[config.mk]
export PLATFORM = sky130hd
export DESIGN_NAME = imem_loader
export DESIGN_NICKNAME = d
export VERILOG_FILES = /design/src/rtl/imem_loader.sv
export SDC_FILE = /design/constraint.sdc
export NUM_CORES = 1
export LEC_CHECK = 0
export ABC_CLOCK_PERIOD_IN_PS = 5000
export BUFFER_PORTS_ARGS = -buffer_cell sky130_fd_sc_hd__buf_2
export CAP_MARGIN = 20
export CELL_PAD_IN_SITES_DETAIL_PLACEMENT = 2
export CELL_PAD_IN_SITES_GLOBAL_PLACEMENT = 2
export CORE_ASPECT_RATIO = 1.75
export CORE_UTILIZATION = 40
export DETAILED_ROUTE_END_ITERATION = 7
export PLACE_DENSITY_LB_ADDON = 0.1
export SYNTH_ARGS = -nofsm -noshare
export SYNTH_HDL_FRONTEND = slang
export SYNTH_SLANG_ARGS = --single-unit
[constraint.sdc]
create_clock -name clk -period 5 [get_ports clk]
set_input_delay 0.5 -clock clk [delete_from_list [all_inputs] [get_ports clk]]
set_output_delay 0.5 -clock clk [all_outputs]
set_load 0.05 [all_outputs]
[src/rtl/imem_loader.sv]
// -----------------------------------------------------------------------------
// imem_loader
//
// Boot-time instruction-memory loader for the pipelined MIPS core.
//
// The loader takes a byte stream under a valid/ready handshake. The first two
// bytes give the image length in words, high byte first. The data bytes that
// follow are packed big-endian into 32-bit instruction words: the first byte
// of each word lands in inst[31:24], so the opcode arrives first. Each word is
// written to consecutive instruction-memory word addresses, starting at 0.
// The core is held (cpu_hold) until the whole image has been written.
//
// Optional feature (compile-time macro LOADER_CSUM_EN):
//   When the macro is defined, one checksum byte follows the data. It must
//   equal the XOR of all data bytes. A match completes the load; a mismatch
//   aborts it with error=1. When the macro is undefined, there is no checksum
//   state and the load completes on the last data byte.
//
// Parameters:
//   ADDR_W      instruction-memory word-address width (image <= 2^ADDR_W words)
//
// Ports:
//   clk         rising-edge clock
//   rst_n       asynchronous active-low reset
//   start       one-cycle load request, honoured in IDLE / DONE / ERR only
//   in_valid    stream byte valid
//   in_data     stream byte
//   in_ready    loader accepts a byte this cycle
//   imem_we     one-cycle write strobe per completed word
//   imem_addr   word address of the write (held until the next write)
//   imem_wdata  packed instruction word (held until the next write)
//   cpu_hold    stall/flush the core while high
//   done        image loaded (level)
//   error       load aborted (level)
// -----------------------------------------------------------------------------
module imem_loader #(
  parameter int ADDR_W = 8
) (
  input  logic              clk,
  input  logic              rst_n,
  input  logic              start,
  input  logic              in_valid,
  input  logic [7:0]        in_data,
  output logic              in_ready,
  output logic              imem_we,
  output logic [ADDR_W-1:0] imem_addr,
  output logic [31:0]       imem_wdata,
  output logic              cpu_hold,
  output logic              done,
  output logic              error
);

  typedef enum logic [2:0] {
    ST_IDLE   = 3'd0,
    ST_LEN_HI = 3'd1,
    ST_LEN_LO = 3'd2,
    ST_DATA   = 3'd3,
`ifdef LOADER_CSUM_EN
    ST_CSUM   = 3'd4,
`endif
    ST_DONE   = 3'd5,
    ST_ERR    = 3'd6
  } state_t;

  // Largest legal image in words. The 17-bit width keeps 2^16 representable.
  localparam logic [16:0] MAX_WORDS_C = 17'd1 << ADDR_W;

`ifdef LOADER_CSUM_EN
  // Running checksum step: XOR of every data byte seen so far.
  function automatic logic [7:0] csum_update(input logic [7:0] acc,
                                             input logic [7:0] data_byte);
    return acc ^ data_byte;
  endfunction
`endif

  state_t              state_r;
  state_t              state_nxt_s;
  logic                in_ready_r;
  logic                in_ready_nxt_s;
  logic                imem_we_r;
  logic [ADDR_W-1:0]   imem_addr_r;
  logic [ADDR_W-1:0]   next_addr_r;
  logic [31:0]         imem_wdata_r;
  logic                cpu_hold_r;
  logic                done_r;
  logic                error_r;

  logic [7:0]          len_hi_r;
  logic [16:0]         words_left_r;
  logic [1:0]          lane_r;
  logic [23:0]         buf_r;
`ifdef LOADER_CSUM_EN
  logic [7:0]          csum_r;
`endif

  logic                accept_s;
  logic                start_acc_s;
  logic                data_acc_s;
  logic                word_done_s;
  logic                enter_done_s;
  logic                enter_err_s;
  logic [15:0]         len_s;

  assign in_ready   = in_ready_r;
  assign imem_we    = imem_we_r;
  assign imem_addr  = imem_addr_r;
  assign imem_wdata = imem_wdata_r;
  assign cpu_hold   = cpu_hold_r;
  assign done       = done_r;
  assign error      = error_r;

  // Next-state logic and the one-cycle event flags consumed by the registers.
  always_comb begin
    state_nxt_s  = state_r;
    accept_s     = in_valid & in_ready_r;
    start_acc_s  = 1'b0;
    data_acc_s   = 1'b0;
    word_done_s  = 1'b0;
    enter_done_s = 1'b0;
    enter_err_s  = 1'b0;
    len_s        = {len_hi_r, in_data};
    case (state_r)
      ST_IDLE, ST_DONE, ST_ERR: begin
        if (start) begin
          state_nxt_s = ST_LEN_HI;
          start_acc_s = 1'b1;
        end else begin
          state_nxt_s = state_r;
        end
      end
      ST_LEN_HI: begin
        if (accept_s) begin
          state_nxt_s = ST_LEN_LO;
        end else begin
          state_nxt_s = state_r;
        end
      end
      ST_LEN_LO: begin
        if (accept_s) begin
          if (len_s == 16'd0) begin
`ifdef LOADER_CSUM_EN
            state_nxt_s = ST_CSUM;
`else
            state_nxt_s  = ST_DONE;
            enter_done_s = 1'b1;
`endif
          end else if ({1'b0, len_s} > MAX_WORDS_C) begin
            state_nxt_s = ST_ERR;
            enter_err_s = 1'b1;
          end else begin
            state_nxt_s = ST_DATA;
          end
        end else begin
          state_nxt_s = state_r;
        end
      end
      ST_DATA: begin
        data_acc_s = accept_s;
        // Lane 3 closes a word; the last word of the image ends the data phase.
        if (accept_s && (lane_r == 2'd3)) begin
          word_done_s = 1'b1;
          if (words_left_r == 17'd1) begin
`ifdef LOADER_CSUM_EN
            state_nxt_s = ST_CSUM;
`else
            state_nxt_s  = ST_DONE;
            enter_done_s = 1'b1;
`endif
          end else begin
            state_nxt_s = state_r;
          end
        end else begin
          state_nxt_s = state_r;
        end
      end
`ifdef LOADER_CSUM_EN
      ST_CSUM: begin
        if (accept_s) begin
          if (in_data == csum_r) begin
            state_nxt_s  = ST_DONE;
            enter_done_s = 1'b1;
          end else begin
            state_nxt_s = ST_ERR;
            enter_err_s = 1'b1;
          end
        end else begin
          state_nxt_s = state_r;
        end
      end
`endif
      default: begin
        state_nxt_s = ST_IDLE;
      end
    endcase
  end

  // in_ready is registered from the next state so it tracks the state exactly.
  always_comb begin
    in_ready_nxt_s = 1'b0;
    case (state_nxt_s)
      ST_LEN_HI, ST_LEN_LO, ST_DATA: in_ready_nxt_s = 1'b1;
`ifdef LOADER_CSUM_EN
      ST_CSUM:                       in_ready_nxt_s = 1'b1;
`endif
      default:                       in_ready_nxt_s = 1'b0;
    endcase
  end

  // State register and the handshake ready flag.
  always_ff @(posedge clk or negedge rst_n) begin
    if (!rst_n) begin
      state_r    <= ST_IDLE;
      in_ready_r <= 1'b0;
    end else begin
      state_r    <= state_nxt_s;
      in_ready_r <= in_ready_nxt_s;
    end
  end

  // Length capture, remaining-word count, and byte-lane packing buffer.
  always_ff @(posedge clk or negedge rst_n) begin
    if (!rst_n) begin
      len_hi_r     <= 8'd0;
      words_left_r <= 17'd0;
      lane_r       <= 2'd0;
      buf_r        <= 24'd0;
    end else begin
      if (start_acc_s) begin
        lane_r <= 2'd0;
      end else if (data_acc_s) begin
        lane_r <= lane_r + 2'd1;
        case (lane_r)
          2'd0:    buf_r[23:16] <= in_data;
          2'd1:    buf_r[15:8]  <= in_data;
          2'd2:    buf_r[7:0]   <= in_data;
          default: buf_r        <= buf_r;  // lane 3 goes straight to the word
        endcase
      end else begin
        lane_r <= lane_r;
      end

      if ((state_r == ST_LEN_HI) && accept_s) begin
        len_hi_r <= in_data;
      end else begin
        len_hi_r <= len_hi_r;
      end

      if ((state_r == ST_LEN_LO) && accept_s) begin
        words_left_r <= {1'b0, len_s};
      end else if (word_done_s) begin
        words_left_r <= words_left_r - 17'd1;
      end else begin
        words_left_r <= words_left_r;
      end
    end
  end

`ifdef LOADER_CSUM_EN
  // Running XOR over the data bytes, restarted by each accepted start.
  always_ff @(posedge clk or negedge rst_n) begin
    if (!rst_n) begin
      csum_r <= 8'd0;
    end else if (start_acc_s) begin
      csum_r <= 8'd0;
    end else if (data_acc_s) begin
      csum_r <= csum_update(csum_r, in_data);
    end else begin
      csum_r <= csum_r;
    end
  end
`endif

  // Memory write port. next_addr_r may wrap after the final word of a full
  // image, but no further write can follow, so imem_addr never wraps.
  always_ff @(posedge clk or negedge rst_n) begin
    if (!rst_n) begin
      imem_we_r    <= 1'b0;
      imem_addr_r  <= {ADDR_W{1'b0}};
      imem_wdata_r <= 32'd0;
      next_addr_r  <= {ADDR_W{1'b0}};
    end else begin
      imem_we_r <= word_done_s;
      if (word_done_s) begin
        imem_addr_r  <= next_addr_r;
        imem_wdata_r <= {buf_r, in_data};
        next_addr_r  <= next_addr_r + {{(ADDR_W-1){1'b0}}, 1'b1};
      end else if (start_acc_s) begin
        next_addr_r  <= {ADDR_W{1'b0}};
      end else begin
        next_addr_r  <= next_addr_r;
      end
    end
  end

  // Status flags: hold the core until DONE; done and error are exclusive.
  always_ff @(posedge clk or negedge rst_n) begin
    if (!rst_n) begin
      cpu_hold_r <= 1'b1;
      done_r     <= 1'b0;
      error_r    <= 1'b0;
    end else if (start_acc_s) begin
      cpu_hold_r <= 1'b1;
      done_r     <= 1'b0;
      error_r    <= 1'b0;
    end else if (enter_done_s) begin
      cpu_hold_r <= 1'b0;
      done_r     <= 1'b1;
      error_r    <= 1'b0;
    end else if (enter_err_s) begin
      cpu_hold_r <= 1'b1;
      done_r     <= 1'b0;
      error_r    <= 1'b1;
    end else begin
      cpu_hold_r <= cpu_hold_r;
      done_r     <= done_r;
      error_r    <= error_r;
    end
  end

endmodule

# Word level (Yosys, flattened, before mapping)

Cells that the tools add are included.
W data, S select, Z words.

Bitwise operators: 2
Eq/ne operators: 12
Reductions and logical operators: 15
Divide/modulo/power cells: 0
Shift-type cells: 0
Multiplexer cells: 36
$add $sub $neg: 3
$mul: 0
Order comparisons: 1

Operators with widths:

| operator                | count |
|---|---|
| $mux W17                | 2 |
| $mux W1                 | 21 |
| $mux W3                 | 7 |
| $eq A17 B1 Y1 const B   | 1 |
| $sub A17 B1 Y17 const B | 1 |
| $gt A16 B9 Y1 const B   | 1 |
| $logic_not A16 Y1       | 1 |
| $mux W8                 | 2 |
| $eq A3 B2 Y1 const B    | 4 |
| $pmux W3 S4             | 1 |
| $reduce_and A3 Y1       | 3 |
| $add A8 B1 Y8 const B   | 1 |
| $eq A3 B1 Y1 const B    | 2 |
| $eq A3 B3 Y1 const B    | 2 |
| $reduce_bool A2 Y1      | 3 |
| $reduce_or A3 Y1        | 2 |
| $eq A2 B2 Y1 const B    | 2 |
| $mux W2                 | 2 |
| $logic_and A1 B1 Y1     | 3 |
| $logic_not A3 Y1        | 1 |
| $reduce_bool A3 Y1      | 1 |
| $add A2 B1 Y2 const B   | 1 |
| $eq A2 B1 Y1 const B    | 1 |
| $logic_not A2 Y1        | 1 |
| other kinds (3)         | 3 |

Memories kept: 0
Word-level logic and storage cells: 84
Latch bits: 0
Output and inout port bits: 45
RAM bits: 0
Flip-flop bits (word level): 107
Memory bits (read-only): 0

# Longest topological paths before layout

Depth after elaboration: 8
Depth in mapped cells: 9

# Least setup slack after synthesis

No wires, ideal clock.

Kind: input -> register
Start point: in in_data[4]
End point: reg state_r[1]
Arrival time: 2019 ps
Buffers on the path: 0
Required time: 4869 ps
Slack: 2849 ps
Stages on the path: 5
Cell sequence: or4_1 or4_1 o22ai_2 nor3b_1 or3_1

Cells in the longest elaborated chain, start to end: 4

Ends and longest elaborated chain:

| element              | line | source |
|---|---|---|
| start, declared      | 43   | `input logic [7:0] in_data,` |
| $logic_not A16 Y1    | 140  | `if (len_s == 16'd0) begin` |
| $mux W3              | 140  |  |
| $mux W3              | 139  | `if (accept_s) begin` |
| $pmux W3 S4          | 122  | `case (state_r)` |
| net state_nxt_s[1]   | 77   | `state_t state_nxt_s;` |
| end signal, assigned | 215  | `state_r <= state_nxt_s;` |
| end, declared        | 76   | `state_t state_r;` |

The timed path passes the listed nets, and every way through them passes these cells.
A chain may end at the register's enable or synchronous reset.

# Worst setup path in the final report

Start point: reg state_r[1]
End point: reg words_left_r[6]

Cells in the longest elaborated chain, start to end: 3
Elaborated cells on any way between the ends: 6
Classes of those cells: eq/ne (2); mux (2); reduce/logical (2)

Ends and longest elaborated chain:

| element                                                         | line     | source |
|---|---|---|
| $eq A3 B2 Y1 (on tied branches)                                 | 122, 248 |  |
| $mux W1 / $logic_and A1 B1 Y1 (equally long branches)           | 122, 248 |  |
| $reduce_bool A2 Y1 (no line) / $mux W17 (equally long branches) | n/a      |  |
| end signal, assigned                                            | 249      | `words_left_r <= {1'b0, len_s};` |
| end signal, assigned                                            | 251      | `words_left_r <= words_left_r - 17'd1;` |
| end signal, assigned                                            | 253      | `words_left_r <= words_left_r;` |
| end, declared                                                   | 89       | `logic [16:0] words_left_r;` |

Parallel ways exist; a longest one is shown, timed or not.

==> run summary <==
biggest cell delay along the critical path = 0.64 ns
Synth Net Count = 471
Max FO, Critical Path = 54
Final Cycle Share = 62.42%
vias per cell = 5.560
R2R Setup Slk = 1.88 ns
leak pwr = 2.746 nW
Syn Area/Cell = 10.24 um^2
Core Area = 11170 um^2
register area share after synthesis = 57.85%
setup total negative slack = 0 ns
1st-pass router iterations = 4
Clk Latency, worst-skew pair = 0.35 ns
# DRC = 0
1st-iter DRT viols = 140
clock sinks = 107
Post-synth top flop = dfrtp_1
largest net degree at the start of global routing = 79
worst relative slew slack = 41.61%
clock network power share = 25.2%
Top delay family on crit path = buffers and inverters
Critical R2R Launch = state_r[1]$_DFF_PN0_
final weighted congestion in routability-driven placement = 0.8377
post-CTS setup buffer count = 0
P_sw = 1.022 mW
DP Worst Slack = 1.897 ns
Routed Antenna Nets = 0
Crit Path Category = flop to flop
dominant cell type by area after synthesis = dfrtp_1
Synth Area in Compound Gates = 7.782%
Final Hold Slack = 0.4545 ns
setup ws final = 1.879 ns
Synth Area in Simple Gates = 21.08%
CTS Root Cell = clkbuf_16
Critical Path AT = 3.35 ns
total track usage = 22.98%
Worst Tran Pin Value = 0.8700 ns
Initial Utilization = 41.47%
CP bufs+invs = 2
top post-synthesis cells by area = dfrtp_1, nand2_1, mux2_2, ha_1, nand3_1
final hold violation count = 0
worst hold path stage count = 3
share of layout cells above drive strength 1 = 22.70%
Worst Reg2Reg Path Length in Cells = 7
DRT Wirelength = 12930 um
Clock Tree Buf Depth = 2
Post-DP HPWL = 8836 um
CTS tree = done
Post-Synth Adder-Cell Area = 1.891%
first-pass GRT wire length = 21160 um
Hold WC Path Type = input port to flop
Setup crit end kind = flop
vias in the first global route = 3952
Max-Cap Viols = 0
NumNets Final = 525
mux share of post-synthesis cell area = 8.214%
DIE AREA = 12030 um^2
Seq cells post-synth = 107
number of enable flip-flop cells after synthesis = 0
Setup Skew = 0.006978 ns
Die Ht = 144.3 um
Flop pwr share = 46.8%
post-layout min period = 3.121 ns
fmax = 320.4 MHz
Antenna Cells = 0
run status = finished clean
Synth top cells by count = nand2_1, dfrtp_1, mux2_2, nand3_1, o21ai_0
fill cell total of the finished layout = 1191
final setup fails = 0
CP required = 5.23 ns
main combinational cell family by area after synthesis = simple AND/OR/NAND/NOR gates
VDD IR max = 0.2615 mV
hold_sp = in_data[5]
crit path cell chain = and4b_1 > nand2_2 > buf_4 > inv_1 > nand2_1 > o311a_1 > a221o_1
Rows = 51
Reg clk slew, reported paths = 0.07 ns
mean routed wirelength per cell = 20.12 um
ys async rst share = 100.0%
Syn-to-layout area delta = 15.21%
Mapped Area = 4631 um^2
slowest stage cell, crit path = inv_1
Layout Utilization = 47.78%
Num CTS Buffers = 9
CTS H-tree lvls = 3
Cell Pwr Density = 515.7 nW/um^2
count leader, synth = nand2_1
Synth Instances = 452
switch share = 37.16%
Die X = 83.34 um
Synth warnings = 0
post-synth top area share = 57.28%
hold path endpoint = imem_wdata[5]$_DFFE_PN0P_
cell-internal power = 1.729 mW
Critical Path Source Type = flop
Overflow after GRT = 0
RSZ-0062 raised after global routing = no
Synth Area in XOR/XNOR = 0.5674%
Netlist cell types = 48
Ports = 57
initial antenna violation count = 0
Gate power share = 28.0%
Vias = 3575
Port Buffers = 56
Worst R2R End = words_left_r[6]$_DFFE_PN0P_
fin. max-slew vios = 0
flip-flops by register name (all words and copies together) (netlist names):
name          cells
lane_r            2
imem_addr         8
imem_wdata       32
in_ready          1
cpu_hold          1
buf_r            24
state_r           3
words_left_r     17
imem_we           1
next_addr_r       8
error             1
done              1
len_hi_r          8
metal layers:
metal	vias up	GRT usage (%)	part of all wire (%)
met5	-	0	0
met4	0	6.080	1.4
met3	13	3.482	2.3
met2	50	45.60	57
met1	1859	25.09	39
li1	1653	-	-
kinds of logic (layout without fill, tap and decap cells):
kind of cell             after synthesis  in the layout
AND/OR/NAND/NOR                      222            222
flip-flops                           107            107
AO/OA/AOI/OAI                         54             54
multiplexers                          34             34
buffers and inverters                 25             84
adder cells (fa/ha/maj)                7              7
XOR/XNOR                               3              3
tightest hold or removal path, cell delays in order:
cell and delay (ns):
buf_2 0.16, nand2_1 0.07, nand2_1 0.04
cells in the final DEF, fill, tap and decap left out, types with 3 or more instances in the layout:
cell and count:
and3_1 3, clkbuf_16 9, dfrtp_1 106, a31oi_1 3
nor2_1 10, or4_1 4, buf_4 5, nor4_1 4
ha_1 7, a221o_1 3, nor3b_1 3, nand4_1 4
o21a_1 3, mux2_2 32, nand3_1 16, nor3_1 5
o211ai_1 9, buf_2 55, a21oi_1 11, nand2_1 154
or3_1 5, o21ai_0 13, inv_1 6
worst max path at each step:
stage                                     from                          end  slack [ns]  cells past startpoint
after global routing      state_r[1]$_DFF_PN0_  words_left_r[6]$_DFFE_PN0P_        1.70                      7
after detailed placement              in_valid  words_left_r[6]$_DFFE_PN0P_        1.90                      8
final                     state_r[1]$_DFF_PN0_  words_left_r[6]$_DFFE_PN0P_        1.88                      7
after global placement                in_valid  words_left_r[6]$_DFFE_PN0P_        2.03                      8
after floorplan                     in_data[4]         state_r[1]$_DFF_PN0_        2.85                      5
after CTS                 state_r[1]$_DFF_PN0_  words_left_r[6]$_DFFE_PN0P_        1.90                      7
what timing repair did:
item,in CTS,in global routing
endpoints found under the hold margin,0,9
endpoints found under the setup margin,0,0
resized for setup,0,0
hold buffers,0,1
through the flow:
| stage | power, mW | instance area, um^2 | instances |
|---|---|---|---|
| after CTS | 2.781 | 5298 | 641 |
| final | 2.751 | 5335 | 643 |
| after global routing | 2.897 | 5335 | 643 |
| after global placement | 2.015 | 5012 | 625 |
| after detailed placement | 2.068 | 5012 | 625 |
| after floorplan | 1.828 | 4631 | 452 |
area by class of cell:
cell class / count / area [um^2] / share of cell area, %
tap: 132 / 165.2 / 3.096
multi-input combinational: 320 / 1833 / 34.36
inverter: 6 / 22.52 / 0.4221
clock inverter: 7 / 60.06 / 1.126
clock buffer: 9 / 225.2 / 4.221
timing repair buffer: 62 / 350.3 / 6.567
sequential: 107 / 2679 / 50.21
power groups by stage:
stage               Clock, mW  Combinational (mW)  Sequential (mW)
finish                  0.692               0.770             1.29
global route            0.731               0.846             1.32
CTS                     0.708               0.782             1.29
detailed placement          0               0.768             1.30
global placement            0               0.735             1.28
floorplan                   0               0.468             1.36
No activity file was read; power rests on OpenSTA's default activity.
